`config.mk`:
```
export PLATFORM = sky130hd
export DESIGN_NAME = fetch_queue
export DESIGN_NICKNAME = d
export VERILOG_FILES = /design/src/rtl/fetch_queue.sv
export SDC_FILE = /design/constraint.sdc
export NUM_CORES = 1
export LEC_CHECK = 0
export CAP_MARGIN = 20
export CORE_UTILIZATION = 55
export CTS_CLUSTER_DIAMETER = 80
export DETAILED_ROUTE_END_ITERATION = 7
export PLACE_DENSITY = 0.8
export SYNTH_ARGS = -nofsm -noshare
export SYNTH_HDL_FRONTEND = slang
export SYNTH_SLANG_ARGS = --single-unit
```
`constraint.sdc`:
```
create_clock -name clk -period 3.35 [get_ports clk]
set_clock_uncertainty 0.15 [all_clocks]
set_input_delay 0.335 -clock clk [delete_from_list [all_inputs] [get_ports clk]]
set_output_delay 0.335 -clock clk [all_outputs]
set_load 0.05 [all_outputs]
```
`src/rtl/fetch_queue.sv`:
```
// Instruction prefetch queue: issues sequential fetches to a one-cycle-latency
// instruction memory and buffers returned {pc, instr} pairs for decode.
module fetch_queue #(
    parameter int unsigned DEPTH    = 4,
    parameter logic [31:0] RESET_PC = 32'h0000_0000
) (
    input  logic                     clk,
    input  logic                     rst_n,
    output logic                     imem_req,
    output logic [31:0]              imem_addr,
    input  logic [31:0]              imem_rdata,
    output logic                     id_valid,
    output logic [31:0]              id_instr,
    output logic [31:0]              id_pc,
    input  logic                     id_stall,
    input  logic                     redirect,
    input  logic [31:0]              redirect_pc,
    output logic [$clog2(DEPTH):0]   fq_count
);

    localparam int AW = $clog2(DEPTH);
    localparam int CW = AW + 1;
    localparam logic [31:0] NOP_INSTR = 32'h0000_0013;

    logic [31:0]   fetch_pc;
    logic          inflight;
    logic [31:0]   inflight_pc;
    logic [AW-1:0] rd_ptr;
    logic [AW-1:0] wr_ptr;
    logic [CW-1:0] count;

    logic [31:0]   pc_mem    [DEPTH];
    logic [31:0]   instr_mem [DEPTH];

    logic [CW:0]   credit_used;
    logic          enq;
    logic          deq;
    logic          queue_nonempty;

    assign queue_nonempty = (count != '0);
    assign credit_used    = {1'b0, count} + {{CW{1'b0}}, inflight};

    // Credit ignores a same-cycle dequeue; gating with rst_n keeps the
    // request low for the whole reset window.
    assign imem_req  = rst_n && !redirect && (credit_used < (CW+1)'(DEPTH));
    assign imem_addr = fetch_pc;

    assign enq = inflight && !redirect;
    assign deq = queue_nonempty && !id_stall && !redirect;

    always_ff @(posedge clk or negedge rst_n) begin
        if (!rst_n) begin
            fetch_pc    <= RESET_PC;
            inflight    <= 1'b0;
            inflight_pc <= '0;
        end else if (redirect) begin
            fetch_pc <= redirect_pc & ~32'h0000_0003;
            inflight <= 1'b0;
        end else if (imem_req) begin
            fetch_pc    <= fetch_pc + 32'd4;
            inflight    <= 1'b1;
            inflight_pc <= fetch_pc;
        end else begin
            inflight <= 1'b0;
        end
    end

    always_ff @(posedge clk or negedge rst_n) begin
        if (!rst_n) begin
            rd_ptr <= '0;
            wr_ptr <= '0;
            count  <= '0;
        end else if (redirect) begin
            rd_ptr <= '0;
            wr_ptr <= '0;
            count  <= '0;
        end else begin
            if (enq) begin
                wr_ptr <= wr_ptr + AW'(1);
            end
            if (deq) begin
                rd_ptr <= rd_ptr + AW'(1);
            end
            case ({enq, deq})
                2'b10:   count <= count + CW'(1);
                2'b01:   count <= count - CW'(1);
                default: count <= count;
            endcase
        end
    end

    // Storage needs no reset: entries are only visible while count covers them.
    always_ff @(posedge clk) begin
        if (enq) begin
            pc_mem[wr_ptr]    <= inflight_pc;
            instr_mem[wr_ptr] <= imem_rdata;
        end
    end

    assign id_valid = queue_nonempty;
    assign id_instr = queue_nonempty ? instr_mem[rd_ptr] : NOP_INSTR;
    assign id_pc    = queue_nonempty ? pc_mem[rd_ptr] : 32'h0000_0000;
    assign fq_count = count;

endmodule

```
==> results_dict.tcl <==
set metrics [dict create \
    dieWidth_um 154.1 \
    ys.flop_type "edfxtp_1" \
    synth.most_common_cell "edfxtp_1" \
    setup_slack_ns 0.09063 \
    worst_ep_arrival_time_ns 2.77 \
    track_usage 0.2186 \
    clk_pin_slew_worst_paths_ns 0.06 \
    finalCriticalPeriod_ns 3.259 \
    status "finished, final reports clean" \
    p_sw_frac 0.3707 \
    powerDensity_nw_per_um2 854.1 \
    ir_worst_vdd_mv 0.6859 \
    grt_pass1_wl_mm 39.73 \
    fillCellCount 1520 \
    p_clk_frac 0.239 \
    hpwl_mm 15.82 \
    core_region_area_um2 22640 \
    tightest_slew_ns 0.9315 \
    avgSynthCellArea_um2 16.53 \
    vias_per_cell 5.727 \
    htree_levels 1 \
    grt_antenna_before_repair 0 \
    slew_violations 0 \
    clock_path_buffers 3 \
    postSynthCellCount 770 \
    finalHoldViolCount 0 \
    cts_root_buf "clkbuf_16" \
    drive_above_1_share 0.1619 \
    ys_async_sr_fraction 0.2152 \
    start_util 0.5621 \
    ant_nets 0 \
    port_buffers 162 \
    synth_top_area_share 0.5852 \
    wirelength_mm 25.20 \
    drtPass1Iterations 5 \
    cts_setup_buffers 0 \
    diodes 0 \
    netlist_area_um2 12730 \
    drc_errors 0 \
    die-area_um2 23750 \
    via_count 7187 \
    pwr-share-seq 0.388 \
    power_switching_mw 4.968 \
    relSlewSlack 0.3767 \
    hp-class "primary input to async pin" \
    io_pins 169 \
    ff2ff_setup_slack_ns 1.03 \
    synth.area.top_cells "edfxtp_1, dfrtp_1, mux4_2, nor2b_1, nand2_1" \
    fmax_ghz 0.3068 \
    critPathCaptureType "primary output" \
    tritoncts "built" \
    setup_viol 0 \
    clkSinkCount 316 \
    synth_edf_count 248 \
    synth_commonest_cells "edfxtp_1, nand2_1, dfrtp_1, nor2b_1, mux4_2" \
    maxCapViolations 0 \
    p_int_mw 8.433 \
    ys_types 51 \
    p_leak_nw 5.532 \
    cp_max_fo 19 \
    yosys.area.top_type "edfxtp_1" \
    nNetsFinal 1020 \
    ys_seq_area_frac 0.7189 \
    wl_per_cell_um 20.08 \
    dr.first_iter.drc_count 432 \
    setup_tns_ns 0 \
    grt_pass1_vias 7155 \
    crit_path_start_kind "flip-flop" \
    place_congestion 0.8293 \
    ys_seq_elements 316 \
    cts_buffers 30 \
    period_share 0.9729 \
    synthToLayoutAreaGrowth_pct 23.29 \
    final_core_util 0.6930 \
    grt_max_degree 64 \
    yosysWarningCount 0 \
    place_ws_ns 0.5051 \
    pwr-share-comb 0.373 \
    crit_type "flip-flop to primary output" \
    grt.overflow.total 0 \
    die_y_um 154.1 \
    crit_required_ns 2.86 \
    clk_latency_ns 0.54 \
    grt_setup_unrepaired "no" \
    num_rows 55 \
]
cells in the final DEF (no fill, tap or decap), types with 11 or more instances in the layout:
cell type	count
edfxtp_1	248
dlygate4sd2_1	12
buf_4	33
nor2b_1	67
nand2_1	110
clkbuf_1	15
clkdlybuf4s50_1	132
mux4_2	62
nand3_1	11
o21ai_0	19
clkbuf_16	31
nor2_1	18
dfrtp_1	66
routing by layer:
layer | GRT usage | part of all wire | wire length, um
met5 | 0 | 0 | 0
met1 | 0.3212 | 0.44 | 11160
met4 | 0.05048 | 0.015 | 385
met2 | 0.3483 | 0.48 | 12170
met3 | 0.03579 | 0.059 | 1493
critical path, cell delays in order, from the launching register on:
cell and delay [ns]:
dfrtp_4 0.57, buf_12 0.24, mux4_2 0.52, nor2b_1 0.15, clkdlybuf4s50_1 0.75
power by group through the flow:
| stage | Clock [mW] | Sequential [mW] | Combinational, mW |
|---|---|---|---|
| finish | 3.20 | 5.20 | 5.00 |
| global placement | 0 | 5.24 | 5.07 |
| global route | 3.41 | 5.25 | 5.28 |
| detailed placement | 0 | 5.28 | 5.12 |
| floorplan | 0 | 5.31 | 3.34 |
| CTS | 3.27 | 5.20 | 5.07 |
final cells by class:
cell class | instances | area [um2] | area share
clock buffers | 50 | 887.1 | 0.05654
clock inverters | 6 | 51.30 | 0.003270
inverters | 10 | 37.54 | 0.002392
multi-input cells | 402 | 3372 | 0.2149
flip-flops and latches | 316 | 9156 | 0.5836
well taps | 285 | 356.6 | 0.02273
repair buffers | 186 | 1829 | 0.1166
logic make-up (layout without fill, tap and decap cells):
family | Yosys count | count (layout) | synth area share
simple gates | 259 | 259 | 0.1047
buf+inv | 55 | 252 | 0.01858
mux | 65 | 65 | 0.1121
compound gates | 61 | 61 | 0.03412
other cells | 1 | 4 | 0.0002947
xor+xnor | 7 | 7 | 0.004818
fa+ha+maj | 6 | 6 | 0.006489
flops | 316 | 316 | 0.7189
through the flow:
stage                     cells  total power, mW  area [um2]  hold WS, ns
after global placement     1198            10.30       14760      0.04179
after detailed placement   1198            10.40       14760      0.04931
after floorplan             773            8.643       12740      -0.1106
after global routing       1255            13.95       15690     0.008807
after CTS                  1255            13.54       15690     0.002236
final                      1255            13.40       15690      0.01557
what timing repair did:
action,CTS,global route
hold buffers,1,0
gates resized for setup,12,0
setup endpoints to repair,12,0
hold endpoints to repair,5,0
flip-flops by register name (all words and copies together) (netlist names):
name         flops
wr_ptr           2
rd_ptr           2
imem_addr       30
pc_mem         120
fq_count         3
inflight         1
inflight_pc     30
instr_mem      128
worst paths after layout:
kind	start	end	depth (start not counted)
setup / recovery	rd_ptr[0]	id_pc[31]	4
hold / removal	rst_n	imem_addr[8]	2
setup reg to reg	imem_addr[5]	imem_addr[31]	5
hold reg to reg	inflight_pc[14]	pc_mem[2][14]	0
max in group asynchronous	rst_n	rd_ptr[1]	3
min in group clk	redirect_pc[7]	imem_addr[7]	3
Note: power is estimated with default switching activity, not from simulation.
